**src/rtl/cpu_pkg.sv**
```systemverilog
// Shared types and helpers for the CPU instruction-fetch slice.
package cpu_pkg;

  // Every instruction is one 32-bit word.
  localparam int INSTR_BYTES = 4;

  // One prefetched instruction together with the address it came from.
  typedef struct packed {
    logic [15:0] pc;
    logic [31:0] instr;
  } fetch_entry_t;

  // Force an address onto an instruction boundary.
  function automatic logic [15:0] align_pc(input logic [15:0] pc);
    return pc & ~16'(INSTR_BYTES - 1);
  endfunction

  // Sequential successor of a fetch address; wraps at the top of the space.
  function automatic logic [15:0] next_pc(input logic [15:0] pc);
    return pc + 16'(INSTR_BYTES);
  endfunction

endpackage

```
**src/rtl/cpu_ifetch_fifo.sv**
```systemverilog
// Small synchronous FIFO of fetch entries. Flush beats push and pop;
// a push into a full FIFO is accepted only when a pop frees a slot in
// the same cycle.
module cpu_ifetch_fifo
  import cpu_pkg::*;
#(
  parameter  int DEPTH = 4,
  localparam int PTR_W = $clog2(DEPTH),
  localparam int CNT_W = $clog2(DEPTH + 1)
) (
  input  logic             clock,
  input  logic             reset_n,
  input  logic             flush,
  input  logic             push,
  input  fetch_entry_t     push_entry,
  input  logic             pop,
  output logic [CNT_W-1:0] count,
  output fetch_entry_t     head
);

  fetch_entry_t     mem [DEPTH];
  logic [PTR_W-1:0] rd_ptr;
  logic [PTR_W-1:0] wr_ptr;
  logic             empty;
  logic             full;
  logic             pop_ok;
  logic             push_ok;

  // Qualify requests against occupancy; a pop on empty is a no-op.
  always_comb begin
    empty   = (count == '0);
    full    = (count == CNT_W'(DEPTH));
    pop_ok  = pop && !empty;
    push_ok = push && (!full || pop_ok);
  end

  // Pointers and occupancy; DEPTH is a power of two so pointers wrap freely.
  always_ff @(posedge clock or negedge reset_n) begin
    if (!reset_n) begin
      rd_ptr <= '0;
      wr_ptr <= '0;
      count  <= '0;
    end else if (flush) begin
      rd_ptr <= '0;
      wr_ptr <= '0;
      count  <= '0;
    end else begin
      if (push_ok) wr_ptr <= wr_ptr + PTR_W'(1);
      if (pop_ok)  rd_ptr <= rd_ptr + PTR_W'(1);
      case ({push_ok, pop_ok})
        2'b10:   count <= count + CNT_W'(1);
        2'b01:   count <= count - CNT_W'(1);
        default: count <= count;
      endcase
    end
  end

  // Entry storage; never reset, contents only matter while count covers them.
  always_ff @(posedge clock) begin
    if (push_ok && !flush) mem[wr_ptr] <= push_entry;
  end

  assign head = mem[rd_ptr];

endmodule

```
**src/rtl/cpu_ifetch.sv**
```systemverilog
// Instruction-fetch initiator: issues one-cycle fetch requests, collects
// in-order responses into a prefetch FIFO and hands them to decode.
// A redirect flushes the FIFO and drops every response to a request that
// was issued before the redirect cycle.
module cpu_ifetch
  import cpu_pkg::*;
#(
  parameter int          FIFO_DEPTH = 4,
  parameter logic [15:0] RESET_PC   = 16'h0000
) (
  input  logic        clock,
  input  logic        reset_n,
  output logic        cpui_request,
  output logic [15:0] cpui_addr,
  input  logic [31:0] cpui_rdata,
  input  logic        cpui_ack,
  input  logic        redirect_valid,
  input  logic [15:0] redirect_pc,
  output logic        dec_valid,
  output logic [31:0] dec_instr,
  output logic [15:0] dec_pc,
  input  logic        dec_ready
);

  localparam int CNT_W = $clog2(FIFO_DEPTH + 1);
  localparam logic [CNT_W:0] CREDIT_LIMIT = (CNT_W + 1)'(FIFO_DEPTH);

  logic [15:0]      fetch_pc;
  logic [15:0]      fetch_pc_nxt;
  logic [15:0]      resp_pc;
  logic [15:0]      resp_pc_nxt;
  logic [15:0]      redirect_base;
  logic [CNT_W-1:0] outstanding;
  logic [CNT_W-1:0] outstanding_nxt;
  logic [CNT_W-1:0] discard;
  logic [CNT_W-1:0] discard_nxt;
  logic [CNT_W-1:0] fifo_count;
  logic [CNT_W:0]   credit_used;
  logic             ack_ok;
  logic             issue;
  logic             push;
  logic             pop;
  fetch_entry_t     push_entry;
  fetch_entry_t     head_entry;

  // Issue/accept decisions and next-state values for the fetch bookkeeping.
  always_comb begin
    redirect_base = align_pc(redirect_pc);

    // A spurious ack (nothing outstanding) is ignored so counters never underflow.
    ack_ok = cpui_ack && (outstanding != '0);

    // Conservative credit: pre-pop occupancy plus everything still in flight,
    // including stale requests that will be discarded on return.
    credit_used = {1'b0, outstanding} + {1'b0, fifo_count};
    issue       = !redirect_valid && (credit_used < CREDIT_LIMIT);

    // Only current-stream responses land in the FIFO.
    push             = ack_ok && !redirect_valid && (discard == '0);
    push_entry.pc    = resp_pc;
    push_entry.instr = cpui_rdata;

    // Flush has priority inside the FIFO, so a pop in a redirect cycle is void.
    pop = dec_valid && dec_ready && !redirect_valid;

    outstanding_nxt = outstanding;
    if (issue)  outstanding_nxt = outstanding_nxt + CNT_W'(1);
    if (ack_ok) outstanding_nxt = outstanding_nxt - CNT_W'(1);

    // On redirect everything still outstanding belongs to the old stream;
    // outstanding already counts last cycle's request, and no issue can
    // happen in the redirect cycle, so the post-ack outstanding is exact.
    discard_nxt = discard;
    if (redirect_valid) begin
      discard_nxt = ack_ok ? (outstanding - CNT_W'(1)) : outstanding;
    end else if (ack_ok && (discard != '0)) begin
      discard_nxt = discard - CNT_W'(1);
    end

    fetch_pc_nxt = fetch_pc;
    if (redirect_valid)  fetch_pc_nxt = redirect_base;
    else if (issue)      fetch_pc_nxt = next_pc(fetch_pc);

    resp_pc_nxt = resp_pc;
    if (redirect_valid)  resp_pc_nxt = redirect_base;
    else if (push)       resp_pc_nxt = next_pc(resp_pc);
  end

  // Fetch state and the registered request toward instruction RAM.
  always_ff @(posedge clock or negedge reset_n) begin
    if (!reset_n) begin
      fetch_pc     <= RESET_PC;
      resp_pc      <= RESET_PC;
      outstanding  <= '0;
      discard      <= '0;
      cpui_request <= 1'b0;
      cpui_addr    <= RESET_PC;
    end else begin
      fetch_pc     <= fetch_pc_nxt;
      resp_pc      <= resp_pc_nxt;
      outstanding  <= outstanding_nxt;
      discard      <= discard_nxt;
      cpui_request <= issue;
      if (issue) cpui_addr <= fetch_pc;
    end
  end

  cpu_ifetch_fifo #(
    .DEPTH (FIFO_DEPTH)
  ) u_fifo (
    .clock      (clock),
    .reset_n    (reset_n),
    .flush      (redirect_valid),
    .push       (push),
    .push_entry (push_entry),
    .pop        (pop),
    .count      (fifo_count),
    .head       (head_entry)
  );

  // Decode side is driven directly from the registered FIFO head.
  always_comb begin
    dec_valid = (fifo_count != '0);
    dec_instr = head_entry.instr;
    dec_pc    = head_entry.pc;
  end

  // Responder must never ack without a pending request.
  ack_has_request: assert property (@(posedge clock) disable iff (!reset_n)
    cpui_ack |-> (outstanding != '0));

  // Stale responses are always a subset of those still in flight.
  discard_bounded: assert property (@(posedge clock) disable iff (!reset_n)
    discard <= outstanding);

  // In-flight plus buffered work never exceeds the FIFO capacity.
  credit_bounded: assert property (@(posedge clock) disable iff (!reset_n)
    credit_used <= CREDIT_LIMIT);

endmodule

```
**config.mk**
```make
export PLATFORM = sky130hd
export DESIGN_NAME = cpu_ifetch
export DESIGN_NICKNAME = d
export VERILOG_FILES = /design/src/rtl/cpu_pkg.sv /design/src/rtl/cpu_ifetch_fifo.sv /design/src/rtl/cpu_ifetch.sv
export SDC_FILE = /design/constraint.sdc
export NUM_CORES = 1
export LEC_CHECK = 0
export CORE_MARGIN = 5
export CORE_UTILIZATION = 51
export DETAILED_ROUTE_END_ITERATION = 7
export PLACE_DENSITY = 0.77
export SLEW_MARGIN = 0
export SYNTH_ARGS = -nofsm -noshare
export SYNTH_HDL_FRONTEND = slang
export SYNTH_HIERARCHICAL = 1
export SYNTH_SLANG_ARGS = --single-unit
```
**constraint.sdc**
```tcl
create_clock -name clock -period 3.7 [get_ports clock]
set_clock_uncertainty 0.05 [all_clocks]
set_input_delay 0.74 -clock clock [delete_from_list [all_inputs] [get_ports clock]]
set_output_delay 0.74 -clock clock [all_outputs]
set_load 0.02 [all_outputs]
```
Word level (Yosys, flattened, before mapping)
Memories as Yosys holds them, arrays and structs flattened.
Index checks and enable logic that the tools add are counted.
Word-level totals
  output and inout port bits: 66
  memories kept: 1
  bits in registers: 62
  bits in read-only memories: 0
  latch bits: 0
  RAM bits: 192
Operators by class
  equality and inequality tests: 3
  bitwise operators: 0
  shift-type cells: 0
  div/mod/pow operators: 0
  $lt $le $gt $ge: 1
  multiplexer cells: 17
  reductions and logical operators: 25
  $add $sub $neg: 11
  multiply operators: 0
Memory list
  u_fifo.mem: depth 4, bits a word 48, rd ports 1, clocked after memory_dff 0, write ports 1, line cpu_ifetch_fifo.sv:21  | fetch_entry_t mem [DEPTH];
Operators by type and width (count)
  2-to-1 mux 16 bit: 4
  adder 16 x 3 -> 16 bit, second input constant: 2
  2-to-1 mux 3 bit: 6
  nonzero test 3 bit: 4
  subtractor 3 x 1 -> 3 bit, second input constant: 4
  logical AND 1 bit: 10
  nonzero test 2 bit: 5
  2-to-1 mux 2 bit: 4
  adder 3 x 1 -> 3 bit, second input constant: 2
  logical NOT 3 bit: 2
  one-hot mux 3 bit (2 select lines): 1
  adder 2 x 1 -> 2 bit, second input constant: 2
  adder 3 x 3 -> 4 bit: 1
  less-than comparator 4 x 3 -> 1 bit, second input constant: 1
  == test 3 bit, second input constant: 1
  logical NOT 1 bit: 3
  == test 2 x 1 -> 1 bit, second input constant: 1
  == test 2 bit, second input constant: 1
  2-to-1 mux 1 bit: 2
  logical OR 1 bit: 1

Longest topological paths before layout
Gate-level depths: netlist of run 1.
  depth in word-level cells: 9
  mapped depth: 12

Hierarchy
The synthesis of run 1 kept the hierarchy.
Modules (own cells, without submodules)
  cpu_ifetch_fifo: cells an instance 317, area an instance 7534.7 um^2, sequential area each 5940.7 um^2, instances 1
  cpu_ifetch: cells an instance 249, area an instance 2666.3 um^2, sequential area each 1226.2 um^2, instances 1

Worst setup path before layout of run 1
No wires, ideal clock.
  kind: reg-to-reg
  start: register outstanding[0]
  end: memory u_fifo/mem[1][0] (netlist bit) (enable)
  path buffers: 2
  data arrival time: 3.116 ns
  data required time: 3.240 ns
  clock period less this slack: 3.576 ns
  setup slack: 0.124 ns
  setup time: 0.410 ns
  stages on the path, launching flop included: 11
  cell sequence: dfrtp_1 inv_1 ha_1 ha_1 nand4bb_1 clkbuf_1 nor2_1 buf_4 inv_2 nor3_1 and2_1
Between the ends
  longest elaborated chain between the ends: 8
Ends and longest elaborated chain
  from (decl): line cpu_ifetch.sv:33  | logic [CNT_W-1:0] outstanding;
  from (signal assigned): line cpu_ifetch.sv:101  | outstanding <= outstanding_nxt;
  nonzero test 3 bit: line cpu_ifetch.sv:51  | ack_ok = cpui_ack && (outstanding != '0);
  logical AND 1 bit: line cpu_ifetch.sv:51
  logical AND 1 bit (2 in series): line cpu_ifetch.sv:59  | push = ack_ok && !redirect_valid && (discard == '0);
  via push: line cpu_ifetch.sv:41  | logic push;
  logical AND 1 bit: line cpu_ifetch_fifo.sv:34  | push_ok = push && (!full || pop_ok);
  logical AND 1 bit: line cpu_ifetch_fifo.sv:60  | if (push_ok && !flush) mem[wr_ptr] <= push_entry;
  2-to-1 mux 1 bit: line cpu_ifetch_fifo.sv:60
  2-to-1 mux 1 bit (not written as such): line cpu_ifetch_fifo.sv:60
  to (decl): line cpu_ifetch_fifo.sv:21
The timed path passes the listed nets, and every way through them passes these cells.

Worst setup path after layout of run 1
  start: register u_fifo.rd_ptr[0]
  end: output dec_pc[8]
Between the ends
  longest elaborated chain between the ends: 1
Ends and longest elaborated chain
  from (decl): line cpu_ifetch_fifo.sv:22  | logic [PTR_W-1:0] rd_ptr;
  from (signal assigned): line cpu_ifetch_fifo.sv:49  | if (pop_ok) rd_ptr <= rd_ptr + PTR_W'(1);
  memory (4 x 48 bit)
  to (decl): line cpu_ifetch.sv:21  | output logic [15:0] dec_pc,
Every way passes these cells.

==> metrics.txt, run 1 <==
Filler Cell Count 1,366; setup TNS 0 ns; count of boundary I/O pins 119; Reg2Reg Depth 11; setup slack on the worst flop-to-flop path 0.72 ns; Clock H-tree levels 1; TritonCTS clock tree done; path class of the lowest-slack min-delay path primary input to async pin; Max Root-Sink Buffers 3; GP Congestion 0.899; P_sw 1700 µW; distinct cell type count after synthesis 60; endpoint arrival time on the critical path around 2.5 ns; stage delay of the slowest cell on the critical path ~0.60 ns; outcome finished, final reports clean; Post-Route WL roughly 20,000 µm; via count of the first global-routing pass 5,857; required time at the endpoint of the critical path 2.91 ns; critical-path cell list buf_12 > mux4_2 > clkdlybuf4s50_1; commonest register cell after synthesis edfxtp_1; post-layout worst setup margin 0.418 ns; peak ir drop on the vdd network ~490 µV; count of max-cap constraint violations 0; source of the worst register-to-register timing path outstanding[0]; internal power about 5100 µW; antenna fix cells 0; number of vias after detailed routing 5,518; switching power share of the total 24.9%; cell type of the slowest stage on the worst timing path clkdlybuf4s50_1; pin count of the biggest net entering global routing 44; Worst slew margin 34.4%; Finish-stage setup viols 0; effective utilization at floorplan 52.1%; total CTS buffers 25; Yosys warnings 6; dpl ws 0.364 ns; RSZ-0062 raised after global routing no; Worst-Margin Slew 0.983 ns; via-per-instance ratio 5.59; Setup CP Type flip-flop to output port; flop and latch count out of synthesis 248; gate count after technology mapping 566; die extent in y 151 µm; average size of a mapped cell roughly 18 µm²; standard cell core area 0.0196 mm²; Top Family by Delay on Critical Path buffers and inverters; async set or reset register ratio after synthesis 22.6%; growth of design area from synthesis to finish 22.6%; antenna violations before repair 1; post-detailed-route wirelength per cell slightly below 20 µm; wire length of the first global-routing pass 31,000 µm; width of the die approximately 150 µm; post-route fraction of the period consumed by the critical path 88.7%; total power draw 6820 µW; quantity of gates resized following cts 0; cts hold-fix bufs 0; top fanout value on the critical path 22; layout net count 773; overall routing resource usage 17.4%; number of clock sinks 248; FP Rows 51; maximum clock rate between 300 and 400 MHz; Leakage Power 0.00421 µW; Setup Buffers After CTS 0; root buffer cell clkbuf_16; worst r2r dst u_fifo/count[2]; most area-consuming cells after synthesis edfxtp_1 57%, dfrtp_1 14%, mux4_2 11%; number of enable flip-flop cells after synthesis ~190; DR DRC count 0; fraction of post-synthesis cell area in the top cell type by area 56.5%; buffers plus inverters on the worst setup path 2; cell count after placement approximately 940; post-synth design cell area around 0.010 mm²; die area around 0.023 mm²; type of element capturing the critical path output port; non-filler cells in the finished layout approximately 990; overflow left after global routing 0; clock network power share 34.0%; total count of hold-check failures in the final report 0; HPWL reported at the end of detailed placement 12,900 µm; part of the Yosys area used for sequential elements 70.3%; Setup crit start kind flip-flop; count of buffers from port buffering 114; area leader, netlist edfxtp_1; final count of pins violating max slew 0; time the final worst path needs with I/O delays and setup 3.28 ns; logic gate share of total power about 16%; layout cell share with drive strength beyond 1 20.2%; clock slew at the register clock pins of the worst setup and hold paths 0.06 ns; number of DRC markers in iteration 0 294; sequential share of power around 50%; Pwr per Cell Area between 500 and 600 mW/mm²; drt first pass iters 4; latest clock arrival within the worst-skew pair 0.50 ns; Post-DRT Antenna Nets 0
## flip-flops by register name, indices dropped and copies added, names as in the netlist
name,flops
discard,3
u_fifo/mem,192
resp_pc,14
cpui_request,1
u_fifo/wr_ptr,2
outstanding,3
u_fifo/count,3
cpui_addr,14
fetch_pc,14
u_fifo/rd_ptr,2
## Yosys cell counts (5+ instances only)
master	instances
dfrtp_1	56
mux2i_1	6
nand4_1	5
clkbuf_1	8
nor2_1	12
nor3_1	14
nand2b_1	7
nor4_1	7
mux4_2	48
buf_4	6
xnor2_1	17
o21ai_0	7
and2_1	5
o31a_1	5
mux2_2	26
buf_2	7
ha_1	14
a21oi_1	12
or3_1	6
inv_1	13
buf_6	5
xor2_1	7
nand3_1	10
edfxtp_1	192
nand2_1	16
## power groups by stage
stage | combinational (µW) | clock (µW) | sequential, µW
final | 1100 | 2320 | 3400
after global routing | 1210 | 2500 | 3430
after CTS | 1110 | 2380 | 3400
after detailed placement | 1100 | 0 | 3450
after global placement | 1060 | 0 | 3430
after floorplan | 596 | 0 | 3500
## cell families after synthesis
family          Yosys count  synth area share (%)
compound gates           49                  3.31
xor+xnor                 24                  2.06
fa+ha+maj                15                  1.91
buf+inv                  44                  2.29
flops                   248                  70.3
mux                      80                  14.1
other cells               1                0.0368
simple gates            105                  6.07
## worst reg2reg max path, stage by stage, from the launching register on
cell,delay [ns]
dfrtp_1,0.45
inv_1,0.07
ha_1,0.20
ha_1,0.20
nand4bb_1,0.22
nor2_1,0.23
buf_4,0.21
nor2_1,0.07
fa_1,0.45
or3b_1,0.40
a32oi_1,0.20
a31oi_1,0.10
## placed cells by master (no fill, tap or decap), types with 10 or more instances in the layout
master | Yosys | final
mux2_2 | 26 | 26
mux4_2 | 48 | 48
nor2_1 | 12 | 12
nor3_1 | 14 | 14
inv_1 | 13 | 13
xnor2_1 | 17 | 17
nand2_1 | 16 | 16
ha_1 | 14 | 14
edfxtp_1 | 192 | 192
a21oi_1 | 12 | 12
conb_1 | 1 | 10
nand3_1 | 10 | 10
clkbuf_16 | 0 | 25
dfrtp_1 | 56 | 54
clkdlybuf4s50_1 | 0 | 113
buf_4 | 6 | 13
## per-layer routing
metal	global-route usage [%]	wire, µm	up-vias
met5	0	13	-
met4	4.62	427	2
met3	3.08	1230	32
met2	29.2	9760	152
met1	23.6	8200	2826
li1	-	-	2506
## worst max-delay path by stage
stage / start / to / slack (ns) / depth (start not counted)
after detailed placement: redirect_valid / u_fifo/mem[3][35] / 0.36 / 7
final: u_fifo/rd_ptr[0] / dec_pc[8] / 0.42 / 3
after global routing: u_fifo/rd_ptr[0] / dec_pc[8] / 0.30 / 3
after floorplan: outstanding[0] / u_fifo/mem[1][0] / 0.12 / 10
after global placement: redirect_valid / u_fifo/mem[0][25] / 0.48 / 7
after CTS: u_fifo/rd_ptr[0] / dec_pc[8] / 0.37 / 3
## layout make-up
class	count	area, µm²	area share (%)
repair buffers	133	1350	10.8
flip-flops and latches	248	7170	57.3
inverters	14	52.6	0.420
multi-input cells	283	2840	22.7
clock buffers	32	672	5.37
well taps	265	332	2.65
clock inverters	13	90.1	0.720
## metrics by stage
step	utilization [%]	hold WS [ns]	area [µm²]
6_report	63.9	0.343	12500
5_1_grt	63.9	0.424	12500
4_1_cts	63.9	0.379	12500
3_5_place_dp	60.0	0.447	11700
2_1_floorplan	-	0.394	10200
3_3_place_gp	60.0	0.444	11700
No activity file was read; power rests on OpenSTA's default activity.
==> inputs of run 2 (changes only) <==
--- a/config.mk
+++ b/config.mk
@@ -8,6 +8,7 @@
 export CORE_MARGIN = 5
 export CORE_UTILIZATION = 51
 export DETAILED_ROUTE_END_ITERATION = 7
+export MAX_ROUTING_LAYER = met4
 export PLACE_DENSITY = 0.77
 export SLEW_MARGIN = 0
 export SYNTH_ARGS = -nofsm -noshare
==> run 2 against run 1 <==
Total power is essentially flat. Utilization is essentially flat. Sequential cell count is the same. Sequential power is essentially flat. Setup slack lost 0.0031 ns. Largest power group unchanged.
==> metrics.txt, run 2 (same netlist as run 1, synthesis figures left out) <==
path class of the lowest-slack min-delay path primary input to async pin; Finish-stage setup viols 0 (unchanged); GP Congestion 0.914 (+1.7%); max FFs per register 192 (unchanged); number of vias after detailed routing 5,518 (unchanged); pin count of the biggest net entering global routing 44 (unchanged); Most flops, register u_fifo/mem; Worst slew margin 34.9% (+0.46 points); via-per-instance ratio 5.58 (-0.10%); timing startpoint of the critical path u_fifo/rd_ptr[0]; most frequent standard cell in the layout excluding fill and tap cells edfxtp_1; wire length of the first global-routing pass 31,000 µm (about the same); top fanout value on the critical path 22 (unchanged); Worst-Margin Slew 0.976 ns (-0.00697 ns); HPWL reported at the end of detailed placement 12,900 µm (unchanged); TritonCTS clock tree done; peak ir drop on the vdd network 488 µV (-1.0%); quantity of gates resized following cts 0 (unchanged); final count of pins violating max slew 0 (unchanged); total count of hold-check failures in the final report 0 (unchanged); post-route fraction of the period consumed by the critical path 88.8% (about the same); number of DRC markers in iteration 0 293 (-0.34%); Setup Buffers After CTS 0 (unchanged); die area 0.0229 mm² (unchanged); Cell Area, Placed 0.0117 mm² (unchanged); critical-path cell list buf_12 > mux4_2 > clkdlybuf4s50_1; growth of design area from synthesis to finish 22.7% (about the same); layout net count 773 (unchanged); DR DRC count 0 (unchanged); Post-Route WL 19,600 µm (-0.23%); Leakage Power 0.00421 µW (unchanged); antenna violations before repair 1 (unchanged); type of element capturing the critical path output port; endpoint arrival time on the critical path 2.50 ns (about the same); stage delay of the slowest cell on the critical path 0.60 ns (about the same); root buffer cell clkbuf_16; time the final worst path needs with I/O delays and setup 3.29 ns (+0.00310 ns); setup TNS 0 ns (unchanged); drt first pass iters 5 (+1); Pwr per Cell Area 545 mW/mm² (about the same); Top Family by Delay on Critical Path buffers and inverters; effective utilization at floorplan 52.1% (unchanged); cell type of the slowest stage on the worst timing path clkdlybuf4s50_1; number of clock sinks 248 (unchanged); overall routing resource usage 17.9% (+0.50 points); outcome finished, final reports clean; FP Rows 51 (unchanged); die extent in y 151 µm (unchanged); Post-DRT Antenna Nets 0 (unchanged); buffers plus inverters on the worst setup path 2 (unchanged); source of the worst register-to-register timing path outstanding[0]; maximum clock rate 304 MHz (about the same); count of buffers from port buffering 114 (unchanged); Max Root-Sink Buffers 3 (unchanged); RSZ-0062 raised after global routing no; Setup crit start kind flip-flop; Clock H-tree levels 1 (unchanged); commonest cells after routing, fill and taps aside 192 x edfxtp_1, 113 x clkdlybuf4s50_1, 54 x dfrtp_1; cts hold-fix bufs 0 (unchanged); width of the die 151 µm (unchanged); layout cell share with drive strength beyond 1 20.2% (unchanged); total CTS buffers 25 (unchanged); count of boundary I/O pins 119 (unchanged); standard cell core area 0.0196 mm² (unchanged); Setup CP Type flip-flop to output port; via count of the first global-routing pass 5,850 (-0.12%); required time at the endpoint of the critical path 2.91 ns (about the same); overflow left after global routing 0 (unchanged); clock slew at the register clock pins of the worst setup and hold paths 0.06 ns (about the same); final design instance area without fill 0.0125 mm² (about the same); latest clock arrival within the worst-skew pair 0.50 ns (about the same); post-detailed-route wirelength per cell 19.8 µm (-0.34%); worst hold-check slack 0.341 ns (-0.00277 ns); count of max-cap constraint violations 0 (unchanged)
run 2: cell count changes in the layout (fill, tap and decap cells not counted), sizes merged:
cell   delta
diode     +1
run 2: worst paths after layout:
path / end / slack, ns / depth (start not counted)
hold / removal: u_fifo/count[2] / 0.34 / 1
setup / recovery: dec_pc[8] / 0.41 / 3
hold reg to reg: cpui_addr[10] / 0.46 / 1
setup reg to reg: u_fifo/count[2] / 0.70 / 11
min in group clock: cpui_addr[10] / 0.46 / 1
max in group asynchronous: fetch_pc[6] / 2.49 / 2
run 2: cell type report:
type	instances	area [µm²]
diodes	1	2.50
repair buffers	133	1350
flip-flops and latches	248	7170
multi-input cells	283	2840
fillers	1365	7080
clock inverters	13	90.1
inverters	14	52.6
well taps	265	332
clock buffers	32	672
run 2: through the flow:
step           util (%)  power [µW]  cells  setup WS [ns]
2_1_floorplan         -        4090    575          0.124
3_3_place_gp       60.0        4490    943          0.475
3_5_place_dp       60.0        4550    943          0.364
4_1_cts            63.9        6890    988          0.365
5_1_grt            63.9        7140    989          0.305
6_report           63.9        6820    989          0.415
run 2: metal layers:
layer	vias to the layer above	GRT usage [%]	wire [µm]
met5	-	-	0
met3	34	2.96	1320
li1	2509	-	-
met1	2808	23.6	8100
met2	167	29.2	9740
met4	0	4.62	413
run 2: where the power goes:
| group | total, µW | internal, µW | switching, µW |
|---|---|---|---|
| Combinational | 1110 | 564 | 542 |
| Sequential | 3400 | 3210 | 182 |
| Clock | 2320 | 1350 | 974 |
| Total | 6820 | 5130 | 1700 |
